## src/rtl/tx_packet_framer.sv

```systemverilog
// Link-layer TX framer: accepts 32-bit payload words and frames them as
// {PID 8'h3c, payload, CRC8} for the transmitter control FSM.
//
// Ports:
//   clk, rst_n     clock (posedge), asynchronous active-low reset
//   in_data        32-bit payload word (valid/ready with in_valid/in_ready)
//   tx_data2send   framed packet, held stable until the next packet is framed
//   tx_start       one-cycle start toward the transmitter (while tx_avail in OFFER)
//   tx_avail       transmitter idle and able to take a start
//   tx_err_code    transmitter result: 00 ack, 10 fail, 11/01 no result yet
//   pkt_done       one-cycle pulse when a packet is acknowledged
//   pkt_fail       one-cycle pulse when a packet is abandoned
//   sent_count     saturating count of acknowledged packets
//   fail_count     saturating count of failed packets

module tx_packet_framer #(
    parameter int N_PKT = 48,
    parameter int CNT_W = 16
) (
    input  logic             clk,
    input  logic             rst_n,
    input  logic [31:0]      in_data,
    input  logic             in_valid,
    output logic             in_ready,
    output logic [N_PKT-1:0] tx_data2send,
    output logic             tx_start,
    input  logic             tx_avail,
    input  logic [1:0]       tx_err_code,
    output logic             pkt_done,
    output logic             pkt_fail,
    output logic [CNT_W-1:0] sent_count,
    output logic [CNT_W-1:0] fail_count
);

    localparam logic [7:0] PID_DATA = 8'h3c;
    localparam logic [7:0] CRC_POLY = 8'h07;

    typedef enum logic [1:0] {
        S_IDLE,
        S_CALC,
        S_OFFER,
        S_BUSY
    } state_e;

    state_e state_q;
    state_e state_d;

    logic [31:0]      word_q;
    logic [7:0]       crc_q;
    logic [7:0]       crc_d;
    logic [4:0]       bit_cnt_q;
    logic [N_PKT-1:0] data_q;
    logic             done_q;
    logic             fail_q;
    logic [CNT_W-1:0] sent_q;
    logic [CNT_W-1:0] failc_q;

    logic accept;
    logic calc_last;
    logic cur_bit;
    logic res_ack;
    logic res_fail;

    assign accept    = (state_q == S_IDLE) && in_valid;
    assign calc_last = (state_q == S_CALC) && (bit_cnt_q == 5'd31);
    assign res_ack   = (state_q == S_BUSY) && (tx_err_code == 2'b00);
    assign res_fail  = (state_q == S_BUSY) && (tx_err_code == 2'b10);

    // Payload is fed MSB first, one bit per CALC cycle.
    assign cur_bit = word_q[5'd31 - bit_cnt_q];

    always_comb begin
        crc_d = {crc_q[6:0], 1'b0};
        if (crc_q[7] ^ cur_bit) begin
            crc_d = crc_d ^ CRC_POLY;
        end
    end

    // ---------------- state register ----------------
    always_ff @(posedge clk or negedge rst_n) begin
        if (!rst_n) begin
            state_q <= S_IDLE;
        end else begin
            state_q <= state_d;
        end
    end

    // ---------------- next state ----------------
    always_comb begin
        state_d = state_q;
        unique case (state_q)
            S_IDLE: begin
                if (in_valid) begin
                    state_d = S_CALC;
                end
            end
            S_CALC: begin
                if (bit_cnt_q == 5'd31) begin
                    state_d = S_OFFER;
                end
            end
            S_OFFER: begin
                if (tx_avail) begin
                    state_d = S_BUSY;
                end
            end
            S_BUSY: begin
                if (tx_err_code == 2'b00 || tx_err_code == 2'b10) begin
                    state_d = S_IDLE;
                end
            end
            default: state_d = S_IDLE;
        endcase
    end

    // ---------------- outputs ----------------
    // tx_start follows tx_avail in OFFER; leaving OFFER on the same edge
    // guarantees it can never be high for more than one cycle per packet.
    always_comb begin
        in_ready = 1'b0;
        tx_start = 1'b0;
        unique case (state_q)
            S_IDLE:  in_ready = 1'b1;
            S_CALC:  in_ready = 1'b0;
            S_OFFER: tx_start = tx_avail;
            S_BUSY:  tx_start = 1'b0;
            default: in_ready = 1'b0;
        endcase
    end

    // ---------------- datapath ----------------
    always_ff @(posedge clk or negedge rst_n) begin
        if (!rst_n) begin
            word_q    <= '0;
            crc_q     <= '0;
            bit_cnt_q <= '0;
        end else if (accept) begin
            word_q    <= in_data;
            crc_q     <= '0;
            bit_cnt_q <= '0;
        end else if (state_q == S_CALC) begin
            crc_q     <= crc_d;
            bit_cnt_q <= bit_cnt_q + 5'd1;
        end
    end

    // The packet register only loads at the end of CALC, so it stays
    // stable across any number of transmitter retries.
    always_ff @(posedge clk or negedge rst_n) begin
        if (!rst_n) begin
            data_q <= '0;
        end else if (calc_last) begin
            data_q <= {PID_DATA, word_q, crc_d};
        end
    end

    always_ff @(posedge clk or negedge rst_n) begin
        if (!rst_n) begin
            done_q  <= 1'b0;
            fail_q  <= 1'b0;
            sent_q  <= '0;
            failc_q <= '0;
        end else begin
            done_q <= res_ack;
            fail_q <= res_fail;
            if (res_ack && (sent_q != '1)) begin
                sent_q <= sent_q + 1'b1;
            end
            if (res_fail && (failc_q != '1)) begin
                failc_q <= failc_q + 1'b1;
            end
        end
    end

    assign tx_data2send = data_q;
    assign pkt_done     = done_q;
    assign pkt_fail     = fail_q;
    assign sent_count   = sent_q;
    assign fail_count   = failc_q;

endmodule

```

## config.mk

```make
export PLATFORM = sky130hd
export DESIGN_NAME = tx_packet_framer
export DESIGN_NICKNAME = d
export VERILOG_FILES = /design/src/rtl/tx_packet_framer.sv
export SDC_FILE = /design/constraint.sdc
export NUM_CORES = 1
export LEC_CHECK = 0
export BUFFER_PORTS_ARGS = -buffer_cell sky130_fd_sc_hd__buf_2
export CELL_PAD_IN_SITES_DETAIL_PLACEMENT = 0
export CELL_PAD_IN_SITES_GLOBAL_PLACEMENT = 2
export CORE_UTILIZATION = 37
export DETAILED_ROUTE_END_ITERATION = 16
export PLACE_DENSITY = 0.9
export SLEW_MARGIN = 20
export SYNTH_ARGS = -nofsm -noshare
export SYNTH_HDL_FRONTEND = slang
export SYNTH_SLANG_ARGS = --single-unit
```

## constraint.sdc

```tcl
create_clock -name clk -period 5.7 [get_ports clk]
set_input_delay 1.14 -clock clk [delete_from_list [all_inputs] [get_ports clk]]
set_output_delay 1.14 -clock clk [all_outputs]
set_load 0.01 [all_outputs]
```

Word level (Yosys, flattened, before mapping)
Cells that the tools add are included.
W data, S select, Z words.
{ "word_totals": {"reg_bits": 122, "in_bits": 38, "output_inout_bits": 84, "word_cells": 52} }
{ "op_classes": {"addsub": 4, "magnitude_cmp": 1, "eq_ne": 11, "mux": 14, "bitwise": 2, "n_reduce_logical": 11} }
{ "op_table": {"columns": ["op", "n"], "rows": [
  ["$add A16 B1 Y16 const B", 2],
  ["$ne A16 B16 Y1 const B", 2],
  ["$mux W8", 2],
  ["$mux W5", 2],
  ["$mux W2", 4],
  ["$pmux W2 S4", 1],
  ["$eq A2 B2 Y1 const B", 3],
  ["$logic_and A1 B1 Y1", 6],
  ["$lt A5 B6 Y1 const B", 1],
  ["$add A5 B1 Y5 const B", 1],
  ["$bmux W1 S5", 1],
  ["$eq A5 B5 Y1 const B", 1],
  ["$sub A5 B5 Y5 const A", 1],
  ["$logic_not A2 Y1", 2],
  ["$ne A2 B1 Y1 const B", 2],
  ["$ne A2 B2 Y1 const B", 2],
  ["$reduce_and A4 Y1", 1],
  ["$mux W1", 3],
  ["$mux W3", 1],
  ["$not A3 Y3", 1],
  ["$eq A2 B1 Y1 const B", 1],
  ["$reduce_bool A2 Y1", 1],
  ["$logic_or A1 B1 Y1", 1],
  ["$xor A1 B1 Y1", 1]
]} }

Logic depth before layout (Yosys ltp)
{ "logic_depth": {"word_depth": 7, "mapped_depth": 9, "ltp_nobuf": 8} }

Worst setup path before layout
No wires, ideal clock.
{ "synth_timing": {"path_type": "input-to-output", "from": "in tx_avail", "to": "out tx_start", "arrival_time_ns": 1.305, "t_required_ns": 4.560, "setup_slack_ns": 3.255, "cell_stages": 1, "path_buffers": 0, "path_cell_list": "and2_1"} }
{ "synth_via": {"elab_chain_cells": 1} }
{ "synth_lines": {"columns": ["item", "line", "text"], "rows": [
  ["start: declaration", "27", "input logic tx_avail,"],
  ["$mux W1", "122", "unique case (state_q)"],
  ["end: declaration", "26", "output logic tx_start,"]
]} }
No other way between the ends.

Final worst setup path
{ "layout_timing": {"from": "reg bit_cnt_q[2]", "to": "reg data_q[22], in the netlist tx_data2send[22]"} }
{ "layout_via": {"elab_chain_cells": 2} }
{ "layout_lines": {"columns": ["item", "line", "text"], "rows": [
  ["start: declaration", "51", "logic [4:0] bit_cnt_q;"],
  ["start signal: assignment", "143", "bit_cnt_q <= bit_cnt_q + 5'd1;"],
  ["$eq A5 B5 Y1", "65", "assign calc_last = (state_q == S_CALC) && (bit_cnt_q == 5'd31);"],
  ["$logic_and A1 B1 Y1", "65", null],
  ["end signal: assignment", "153", "data_q <= {PID_DATA, word_q, crc_d};"],
  ["end: declaration", "52", "logic [N_PKT-1:0] data_q;"]
]} }
No other way between the ends.
A chain may end at the register's enable or synchronous reset.

==> reports/metrics.yaml <==
outcome: "completed"
clock_power_share: 0.377
drtIter0Drc: 227
start_util: 0.381
p_int_mw: 2.10
crit_required_ps: 6000
yosys_warnings: 0
grt_pass1_vias: 3804
worstSetupEndpointType: "register"
io_pins: 122
rr_worst_depth: 4
totalWireLength_mm: 11.7
htree_levels: 4
final_util: 0.477
ctsLongestPathBuffers: 2
hold_violations: 0
synth_cells: 467
dr_total_vias: 3758
finalSetupTns_ps: 0
grt_max_degree: 73
seq_area_frac_synth: 0.573
pwr-share-seq: 0.402
post_cts_buffers: 0
clk_pin_slew_ps: 60
synth_edf_count: 0
dieHeight_um: 122
cts_made_buffers: 17
antenna_left: 0
mappedNetlistArea_mm2: 0.00533
power_frac_comb: 0.222
insertedDiodeCount: 0
leakage_nw: 3.53
synth_area_leaders: "dfrtp_1 (57%), nand2_1 (8.4%), mux2_2 (8.0%)"
firstDrtPassIters: 4
crit_type: "register to register"
fin_crit_sh: 0.468
drv_cap: 0
core.rowCount: 43
worstMarginPinSlew_ps: 1010
antenna_found_initial: 2
finalNetCount: 631
track_usage: 0.171
worstPathMaxFanout: 44
root_buffer: "clkbuf_16"
gp_congestion: 0.720
n_fill_cell: 1326
switchingPower_uw: 951
cp_slowest_stage_delay_ps: 980
coreArea_mm2: 0.0140
peakVddDrop_mv: 0.208
syn2layout_area_growth_pct: 25.2
async_flop_share: 1.00
cts_tree: "yes"
grt_pass1_wl_mm: 19.2
synth_ff_type: "dfrtp_1"
setup_violations: 0
drive_gt1_frac: 0.333
holdCritPathClass: "register to register"
slew_viol_final: 0
crit-reg2reg-launch: "bit_cnt_q[2]"
power_mw: 3.05
yosysTopAreaCell: "dfrtp_1"
skew_ps: 4.21
ys_types: 40
rsz0062_at_grt: "no"
synth_top_area_frac: 0.573
ys_ff_latch: 122
post_drt_via_cell_ratio: 4.83
relSlewSlack: 0.327
cts-resized-gates: 0
swShare: 0.312
cp_slowest_cell: "dfrtp_1"
clock_latency_ps: 420
critPathLaunchType: "register"
grt_overflow_total: 0
drc_errors: 0
hpwl_mm: 8.04
die_area_mm2: 0.0149
finalCriticalPeriod_ps: 2670
arrival_ps: 2970
hold_path_depth: 1
wire_per_inst_um: 15.0
crit_path_cell_trace: "and3_1 -> ha_1 -> nand2_2 -> mux2_2"
hold_start: "sent_count[10]"
startpoint: "bit_cnt_q[2]"
clkSinkCount: 122
fmax_mhz: 375
io_buffers: 117
avgSynthCellArea_um2: 11.4
die_w_um: 122
r2r_slack_ps: 3030
ctsHoldBuffers: 0
power_density_mw_per_mm2: 456
metal layers:
layer | wire, um | part of all wire | GRT usage | vias to the layer above
li1 | - | - | - | 1794
met1 | 5080 | 0.44 | 0.214 | 1834
met2 | 5460 | 0.47 | 0.264 | 102
met3 | 875 | 0.075 | 0.0609 | 24
met4 | 222 | 0.019 | 0.0777 | 4
met5 | 27 | 0.0023 | 0 | -
critical path: cells and delay by family, from the launching register on:
family	cells	cell delay [ps]
fa+ha+maj	1	180
mux	1	520
flops	1	980
simple gates	2	830
layout make-up:
type,count,area [um2],share of cell area
Sequential cell,122,3050,0.457
Multi-Input combinational cell,316,2130,0.319
Timing Repair Buffer,119,603,0.0903
Clock buffer,18,439,0.0658
Tap cell,180,225,0.0337
Clock inverter,14,196,0.0294
Inverter,9,33.8,0.00506
synthesized netlist by cell type, drive strengths merged (2+ instances only):
cell	instances
nand3	10
ha	8
mux2	39
and2	8
xnor2	26
nor3	3
clkbuf	12
nand4	12
nand2	119
xor2	8
and2b	2
a21oi	4
buf	11
dfrtp	122
inv	9
o21ai	8
mux2i	23
nor2	15
xnor3	2
nand4b	2
and3	2
a22oi	9
and4	5
flip-flops by register name, indices dropped and copies added, names as in the netlist:
signal	flops
tx_data2send	41
word_q	32
fail_count	16
sent_count	16
crc_q	8
bit_cnt_q	5
state_q	2
pkt_done	1
pkt_fail	1
stage by stage:
| stage | std cells | setup WS, ps | cell area, um2 | hold WS, ps |
|---|---|---|---|---|
| final | 778 | 3030 | 6680 | 480 |
| after global routing | 778 | 2840 | 6680 | 500 |
| after CTS | 778 | 2990 | 6680 | 482 |
| after detailed placement | 746 | 2960 | 6040 | 471 |
| after global placement | 746 | 3040 | 6040 | 471 |
| after floorplan | 470 | 3260 | 5340 | 463 |
kinds of logic (layout without fill, tap and decap cells):
family	after synthesis	count (layout)	share of synthesized area
xor gates and xnor gates	36	36	0.0643
other	1	4	0.000703
DFF	122	122	0.573
adders and majority gates	8	8	0.0188
muxes	62	62	0.126
buffers and inverters	32	160	0.0314
AOI/OAI and AO/OA	24	24	0.0296
and+or+nand+nor	182	182	0.157
layout by cell type, fill, tap and decap left out, drive strengths merged, types with 4 or more instances in the layout:
cell    instances
nand2         119
mux2i          23
a22oi           9
nand4          12
clkbuf         18
nor2           15
buf           119
mux2           39
xnor2          26
and4            5
dfrtp         122
a21oi           4
bufinv          4
xor2            8
conb            4
clkinv          6
nand3          10
and2            8
inv            10
ha              8
o21ai           8
final timing paths:
check	end
max	tx_data2send[22]
min	sent_count[10]
max reg2reg	tx_data2send[22]
min reg2reg	sent_count[10]
max in group asynchronous	tx_data2send[42]
min in group asynchronous	tx_data2send[4]
power groups by stage:
stage | clock network, mW | logic, mW | registers [mW]
floorplan | 0 | 0.519 | 1.19
global placement | 0 | 0.668 | 1.23
detailed placement | 0 | 0.687 | 1.24
CTS | 1.17 | 0.691 | 1.23
global route | 1.21 | 0.765 | 1.26
finish | 1.15 | 0.675 | 1.22
(Power assumes the default switching activity.)
